==> config.mk <==
export PLATFORM = sky130hd
export DESIGN_NAME = spi_master_arb
export DESIGN_NICKNAME = d
export VERILOG_FILES = /design/src/rtl/spi_master_arb.sv
export SDC_FILE = /design/constraint.sdc
export NUM_CORES = 1
export LEC_CHECK = 0
export CAP_MARGIN = 20
export CORE_MARGIN = 8
export CORE_UTILIZATION = 40
export CTS_CLUSTER_SIZE = 8
export DETAILED_ROUTE_END_ITERATION = 16
export GPL_TIMING_DRIVEN = 0
export HOLD_SLACK_MARGIN = 0.08
export MAX_ROUTING_LAYER = met4
export PLACE_DENSITY = 0.76
export SLEW_MARGIN = 20
export SYNTH_ARGS = -nofsm -noshare
export SYNTH_HDL_FRONTEND = slang
export SYNTH_SLANG_ARGS = --single-unit
export TNS_END_PERCENT = 100
==> constraint.sdc <==
create_clock -name clk -period 1.45 [get_ports clk]
set_input_delay 0.29 -clock clk [delete_from_list [all_inputs] [get_ports clk]]
set_output_delay 0.29 -clock clk [all_outputs]
set_load 0.1 [all_outputs]
==> src/rtl/spi_master_arb.sv <==
`default_nettype none
// ============================================================================
// Module   : spi_master_arb
// Purpose  : Two-requester round-robin arbiter in front of a byte-oriented
//            SPI master. The winner's transaction length is latched at
//            grant time. Bytes are streamed from the requester's tx port,
//            and received bytes are handed back. An idle gap is enforced
//            between consecutive transactions.
// Ports    : clk, rst          - clock / synchronous active-high reset
//            req_i[1:0]        - request level per requester
//            len0_i, len1_i    - transaction byte count (sampled at grant)
//            tx0_i, tx1_i      - current byte offered by each requester
//            tx_pop_o[1:0]     - pulse: current byte consumed, present next
//            rx_byte_o         - last received byte (shared)
//            rx_valid_o[1:0]   - pulse qualifying rx_byte_o for the winner
//            grant_o[1:0]      - one-hot active grant
//            done_o[1:0]       - pulse at transaction end
//            dev_sel_o         - index of the granted requester
//            ena_spi           - enable to the SPI master
//            byte_2_send       - byte driven to the SPI master
//            byte_received     - byte returned by the SPI master
//            end_trans         - SPI master byte-complete level
// Revision : 1.0 - initial release
// ============================================================================
module spi_master_arb #(
    parameter int GAP_CYCLES = 4
) (
    input  logic       clk,
    input  logic       rst,
    input  logic [1:0] req_i,
    input  logic [3:0] len0_i,
    input  logic [3:0] len1_i,
    input  logic [7:0] tx0_i,
    input  logic [7:0] tx1_i,
    output logic [1:0] tx_pop_o,
    output logic [7:0] rx_byte_o,
    output logic [1:0] rx_valid_o,
    output logic [1:0] grant_o,
    output logic [1:0] done_o,
    output logic       dev_sel_o,
    output logic       ena_spi,
    output logic [7:0] byte_2_send,
    input  logic [7:0] byte_received,
    input  logic       end_trans
);

    // A zero gap would let two transactions touch; clamp to one cycle.
    localparam int c_GAP   = (GAP_CYCLES < 1) ? 1 : GAP_CYCLES;
    localparam int c_GAP_W = $clog2(c_GAP + 1);
    localparam logic [c_GAP_W-1:0] c_GAP_LOAD = c_GAP_W'(c_GAP);
    localparam logic [c_GAP_W-1:0] c_GAP_ONE  = c_GAP_W'(1);

    localparam logic [2:0] c_IDLE  = 3'd0;
    localparam logic [2:0] c_GRANT = 3'd1;
    localparam logic [2:0] c_RUN   = 3'd2;
    localparam logic [2:0] c_DRAIN = 3'd3;
    localparam logic [2:0] c_GAP_S = 3'd4;

    logic [2:0]         r_state;
    logic               r_last_grant;
    logic               r_winner;
    logic [3:0]         r_len;
    logic [3:0]         r_cnt;
    logic [c_GAP_W-1:0] r_gap_cnt;
    logic               r_end_q;

    logic               w_pick;
    logic [3:0]         w_pick_len;
    logic [1:0]         w_pick_oh;
    logic [1:0]         w_win_oh;
    logic               w_byte_done;

    // Round-robin: the requester that did not win last time gets first look.
    // Reaching GRANT implies at least one request bit, so the fallback
    // choice is always a live requester (or GRANT bails back to IDLE).
    always_comb begin
        w_pick = 1'b0;
        if (r_last_grant) begin
            w_pick = req_i[0] ? 1'b0 : 1'b1;
        end else begin
            w_pick = req_i[1] ? 1'b1 : 1'b0;
        end
    end

    assign w_pick_len  = w_pick ? len1_i : len0_i;
    assign w_pick_oh   = {w_pick, ~w_pick};
    assign w_win_oh    = {r_winner, ~r_winner};

    // end_trans is a level from the SPI master; only its rising edge marks a
    // freshly completed byte, so a level left high across states is ignored.
    assign w_byte_done = end_trans & ~r_end_q;

    assign byte_2_send = (grant_o == 2'b00) ? 8'h00 : (r_winner ? tx1_i : tx0_i);

    always_ff @(posedge clk) begin
        if (rst) begin
            r_state      <= c_IDLE;
            r_last_grant <= 1'b1;
            r_winner     <= 1'b0;
            r_len        <= 4'd0;
            r_cnt        <= 4'd0;
            r_gap_cnt    <= '0;
            r_end_q      <= 1'b0;
            ena_spi      <= 1'b0;
            grant_o      <= 2'b00;
            dev_sel_o    <= 1'b0;
            rx_byte_o    <= 8'h00;
            tx_pop_o     <= 2'b00;
            rx_valid_o   <= 2'b00;
            done_o       <= 2'b00;
        end else begin
            r_end_q    <= end_trans;
            tx_pop_o   <= 2'b00;
            rx_valid_o <= 2'b00;
            done_o     <= 2'b00;

            case (r_state)
                c_IDLE: begin
                    if (|req_i) begin
                        r_state <= c_GRANT;
                    end
                end

                c_GRANT: begin
                    if (req_i == 2'b00) begin
                        r_state <= c_IDLE;
                    end else begin
                        r_winner  <= w_pick;
                        dev_sel_o <= w_pick;
                        r_len     <= w_pick_len;
                        r_cnt     <= 4'd0;
                        if (w_pick_len == 4'd0) begin
                            // Empty transaction: acknowledge without touching SPI.
                            done_o       <= w_pick_oh;
                            r_last_grant <= w_pick;
                            r_gap_cnt    <= c_GAP_LOAD;
                            r_state      <= c_GAP_S;
                        end else begin
                            grant_o <= w_pick_oh;
                            ena_spi <= 1'b1;
                            r_state <= c_RUN;
                        end
                    end
                end

                c_RUN: begin
                    if (w_byte_done) begin
                        rx_byte_o  <= byte_received;
                        rx_valid_o <= w_win_oh;
                        r_cnt      <= r_cnt + 4'd1;
                        if (r_cnt == r_len - 4'd1) begin
                            // Last byte: no next byte to request from the source.
                            ena_spi <= 1'b0;
                            r_state <= c_DRAIN;
                        end else begin
                            tx_pop_o <= w_win_oh;
                        end
                    end
                end

                c_DRAIN: begin
                    if (!end_trans) begin
                        done_o       <= w_win_oh;
                        r_last_grant <= r_winner;
                        grant_o      <= 2'b00;
                        r_gap_cnt    <= c_GAP_LOAD;
                        r_state      <= c_GAP_S;
                    end
                end

                c_GAP_S: begin
                    if (r_gap_cnt == c_GAP_ONE) begin
                        r_state <= c_IDLE;
                    end else begin
                        r_gap_cnt <= r_gap_cnt - c_GAP_ONE;
                    end
                end

                default: begin
                    r_state <= c_IDLE;
                end
            endcase
        end
    end

endmodule
`default_nettype wire

---- Yosys cells after proc, flatten, opt, wreduce, memory -nomap -nowiden ----
Cells that the tools add are included.
operators by class
  bitwise operators ....................... 7
  $mul .................................... 0
  magnitude comparators ................... 0
  equality and inequality tests ........... 15
  shifts and indexed selects .............. 0
  div/mod/pow operators ................... 0
  mux-type cells .......................... 38
  add/subtract/negate cells ............... 3
  reductions and logical operators ........ 18
operators with widths
  cell                   count
  $mux W3                10
  $ne A2 B2 Y1 const B   9
  $mux W8                2
  $pmux W3 S5            1
  $reduce_and A5 Y1      3
  $mux W2                6
  $mux W4                3
  $mux W1                10
  $pmux W3 S3            1
  $pmux W2 S2            2
  $pmux W4 S2            1
  $reduce_and A4 Y1      2
  $eq A3 B1 Y1 const B   2
  $eq A3 B2 Y1 const B   2
  $not A1 Y1             6
  $add A4 B1 Y4 const B  1
  $eq A4 B4 Y1           1
  $logic_not A2 Y1       2
  $logic_not A4 Y1       1
  $pmux W1 S2            2
  $reduce_and A2 Y1      2
  $reduce_bool A2 Y1     2
  $reduce_or A4 Y1       1
  $sub A4 B1 Y4 const B  1
  other kinds (8)        8
word-level totals
  memory bits (writable) .................. 0
  memories kept ........................... 0
  output and inout port bits .............. 26
  bits in latches ......................... 0
  input port bits ......................... 37
  bits in registers ....................... 34
  word-level logic and storage cells ...... 94
  bits in read-only memories .............. 0

---- Logic depth before layout (Yosys ltp) ----
Gate-level depths: netlist of run 1.
  word-level depth ........................ 7
  gate-level depth with buffers ........... 7
  depth with buffers taken out ............ 7

---- Worst setup path after synthesis of run 1 ----
No wires, ideal clock.
  path type ............................... reg2out
  start point ............................. register r_winner
  end point ............................... output port byte_2_send[0]
  path slack .............................. -1709 ps
  arrival ................................. 2869 ps
  cell stages (with the launch flop) ...... 4
  data required time ...................... 1160 ps
  cells stage by stage .................... dfxtp_1 > buf_1 > mux2i_1 > nor2_1
between the ends
  cells in the longest elaborated chain, start to end .. 2
RTL lines
  what                    RTL line  RTL
  start, declared         61        logic r_winner;
  start signal, assigned  128       r_winner <= w_pick;
  $mux W8 (2 in series)   93        assign byte_2_send = (grant_o == 2'b00) ? 8'h00 : (r_winner ? tx1_i : tx0_i);
  end, declared           42        output logic [7:0] byte_2_send,
Every way passes these cells.

---- Worst setup path in the final report of run 1 ----
  start point ............................. register r_len[0]
  end point ............................... register r_state[0]
between the ends
  cells in the longest elaborated chain, start to end .. 4
RTL lines
  what                                RTL line  RTL
  start, declared                     62        logic [3:0] r_len;
  start signal, assigned              130       r_len <= w_pick_len;
  $sub A4 B1 Y4                       151       if (r_cnt == r_len - 4'd1) begin
  $eq A4 B4 Y1                        151
  $ne A2 B2 Y1 (no source line)       --
  $reduce_and A5 Y1 (no source line)  --
  end signal, assigned                154       r_state <= c_DRAIN;
  end signal, assigned                167       r_state <= c_GAP_S;
  end signal, assigned                173       r_state <= c_IDLE;
  end, declared                       59        logic [2:0] r_state;
Every way passes these cells.
A chain may end at the register's enable or synchronous reset.

==> impl_metrics.yaml, run 1 <==
drt:
  firstDrtPassIters: 4
  post_drt_wl_per_cell_um: 20.56
  vias: 1948
  ant_nets: 0
  via_per_inst: 5.518
  routed_wl_um: 7259
  drt_iter0_drc: 104
  route.detailed.drc: 0
cts:
  clk_latency_ns: 0.29
  path_clk_slew_ns: 0.07
  clock-root-buffer: "clkbuf_8"
  numCtsBuffers: 5
  cts_tree: "done"
  h-tree-depth: 2
  clockBufferDepth: 2
  hold_buffers: 0
  clock_sinks: 34
worst_hold_path:
  hold_path.class: "in2reg"
timing:
  min_period_over_period_pct: 115.6
  layout_setup_ws_ns: -0.2260
  rsz0062_at_grt: "yes"
  slew_violations: 0
  skew_ns: 0.007349
  max-slew-margin-rel_pct: 64.04
  worst_pin_slew_ns: 0.5449
  hold_viol_final: 0
  max_freq_mhz: 596.7
  setup_violations: 30
  finalCriticalPeriod_ns: 1.676
pwr:
  p_total_w: 0.003290
  p_seq_share_pct: 32.7
  intPower_w: 0.002013
  switchingPower_w: 0.001277
  ir_drop_mv: 0.8553
  pwr-share-clk_pct: 22.7
  powerDensity_mw_per_mm2: 986.4
  combPwrFrac_pct: 44.6
  leakagePower_nw: 1.325
  switching_share_pct: 38.82
run_status:
  failed_checks: "setup timing"
  outcome: "finished, violations left"
global_route:
  grt_pass1_vias: 1988
  grt.met3_usage_pct: 3.863
  top_usage_layer: "met2"
  grt_max_degree: 11
  use_met1_pct: 22.03
  grt_pass1_wl_um: 9901
  grt-ovfl-total: 0
  grtUsageMet2_pct: 34.69
  grt_use_total_pct: 20.00
  grt_antenna_before_repair: 0
placed_design:
  placed_cells: 315
  dp_hpwl_um: 3833
  place_ws_ns: -0.9741
  dpl_cell_area_sq_mm: 0.002534
  io_buffers: 62
  place.gp.congestion: 0.8288
logic_synthesis:
  synth_fp_nets: 244
  synth_area_leaders: "dfxtp_1 (40%), mux2i_1 (7.0%), a21oi_1 (5.6%), nand2_1 (5.5%), nor2_1 (5.3%)"
  syn_inst: 203
  async_flop_share_pct: 0
  ys_top_cells_by_count: "dfxtp_1 (34), nand2_1 (25), nor2_1 (24)"
  synth_ff_type: "dfxtp_1"
  yosys_warnings: 0
  yosysTopAreaCell: "dfxtp_1"
  synth.avg_cell_area_sq_um: 8.407
  ys_ff_latch: 34
  synth_top_area_share_pct: 39.88
  synth_area_sq_mm: 0.001707
  synth.yosys.seq_area_share_pct: 39.88
  synth-edff-count: 0
  yosysMostFrequentCell: "dfxtp_1"
  synthDistinctLibCells: 44
critical_path:
  cp_slowest_stage_delay_ns: 0.39
  endpoint_kind: "register"
  required_ns: 1.65
  arrival_ns: 1.87
  crit_path_top_delay_cell: "nor4_4"
  crit_chain: "inv_4 -> ha_4 -> xnor2_4 -> xnor2_2 -> nor4_4 -> a21oi_1 -> nor4_1"
  crit_fanout: 4
  cp-start-kind: "register"
  crit_type: "reg2reg"
floorplan:
  rows: 23
  die_area_sq_mm: 0.006613
  die_h_um: 81.32
  floorplan.initialDensity_pct: 42.06
  pin_count: 63
  coreArea_sq_mm: 0.004058
  die_w_um: 81.32
cells_and_area:
  layout-drive-gt1-share_pct: 54.79
  instances_no_fill: 353
  fin_util_pct: 82.21
  diodes: 0
  fin_area_sq_mm: 0.003336
  syn2layout_area_growth_pct: 95.45
  final_nets: 343
job:
  max-cap-violations: 0
-- power by group through the flow --
| stage | clock network [W] | registers, W | logic (W) |
|---|---|---|---|
| 2_1_floorplan | 0 | 0.00121 | 0.000587 |
| 3_3_place_gp | 0 | 0.00107 | 0.00100 |
| 3_5_place_dp | 0 | 0.00107 | 0.00102 |
| 4_1_cts | 0.000744 | 0.00106 | 0.00131 |
| 5_1_grt | 0.000803 | 0.00108 | 0.00153 |
| 6_report | 0.000745 | 0.00108 | 0.00147 |
-- metrics by stage --
step | hold slack, ns | setup TNS [ns]
detailed placement | 0.4486 | -28.75
finish | 0.3705 | -3.153
global route | 0.4078 | -4.557
floorplan | 0.3651 | -1.424
CTS | 0.4498 | -1.652
global placement | 0.4428 | -27.63
-- cells by family (layout without fill, tap and decap cells) --
kind of cell,Yosys count,after routing,synth area share (%)
multiplexers,12,12,7.038
XOR/XNOR,9,9,4.619
flip-flops,34,34,39.88
buffers and inverters,15,115,3.812
AND/OR/NAND/NOR,89,89,27.27
AO/OA/AOI/OAI,40,40,14.44
adder cells (fa/ha/maj),4,4,2.933
-- area by class of cell --
class,instances,area (sq um)
Sequential cell,34,709.4
Inverter,7,28.78
Tap cell,50,62.56
Buffer,6,62.56
Fill cell,226,721.9
Multi-Input combinational cell,154,1484
Timing Repair Buffer,94,897.1
Clock buffer,7,86.33
Clock inverter,1,5.005
-- flip-flops by register name, summed over array words and instances (netlist names), 2 cells and up --
signal,cells
r_gap_cnt,3
r_len,4
tx_pop_o,2
rx_byte_o,8
grant_o,2
r_cnt,4
r_state,3
done_o,2
rx_valid_o,2
-- critical path: cells and delay by family, from the launching register on --
family / cells / cell delay, ns
DFF: 1 / 0.38
buffers and inverters: 1 / 0.04
and+or+nand+nor: 2 / 0.56
xor gates and xnor gates: 2 / 0.30
AOI/OAI and AO/OA: 1 / 0.14
adders and majority gates: 1 / 0.16
-- path summary, 6_finish.rpt --
| check | startpoint | endpoint | slack (ns) | cells past startpoint |
|---|---|---|---|---|
| hold reg to reg | rx_byte_o[4]$_SDFFE_PP0P_ | rx_byte_o[4]$_SDFFE_PP0P_ | 0.46 | 2 |
| setup / recovery | r_len[0]$_SDFFE_PP0P_ | r_state[0]$_SDFFE_PP0P_ | -0.23 | 7 |
| setup reg to reg | r_len[0]$_SDFFE_PP0P_ | r_state[0]$_SDFFE_PP0P_ | -0.23 | 7 |
| hold / removal | len0_i[0] | r_len[0]$_SDFFE_PP0P_ | 0.37 | 3 |
-- timing repair --
item,4_1_cts,5_1_grt
endpoints found under the setup margin,57,39
pin swaps,28,41
resized for setup,228,78
cloned,1,1
setup buffers,23,9
-- layer usage --
| metal | share of wire, % | vias up |
|---|---|---|
| li1 | - | 907 |
| met1 | 39 | 971 |
| met2 | 55 | 58 |
| met3 | 4.6 | 12 |
| met4 | 1.3 | 0 |
| met5 | 0 | - |
-- cells in the final DEF, fill, tap and decap left out, types with 3 or more instances in the layout --
master,synthesis,final
buf_4,0,23
a211oi_1,4,4
xnor2_1,7,3
nand2_4,0,7
buf_6,1,7
dfxtp_2,0,5
a21oi_1,19,9
a21oi_2,0,8
nor4_4,0,3
nor3_2,1,6
nand2_1,25,16
inv_1,7,4
mux2i_4,0,8
clkbuf_8,0,6
buf_12,0,10
clkdlybuf4s50_1,0,25
dfxtp_1,34,23
dfxtp_4,0,6
nor2_1,24,10
nor2b_1,7,4
buf_2,1,19
nand3_1,5,5
nor2_4,1,14
dlygate4sd2_1,0,4
clkbuf_2,0,5
mux2i_1,12,4
(Power assumes the default switching activity.)
==> run 2: changes to the inputs <==
- HOLD_SLACK_MARGIN: 0.08 -> 0.1
==> results of run 2 <==
The final DEF is identical to that of run 1; final timing and power are the same.
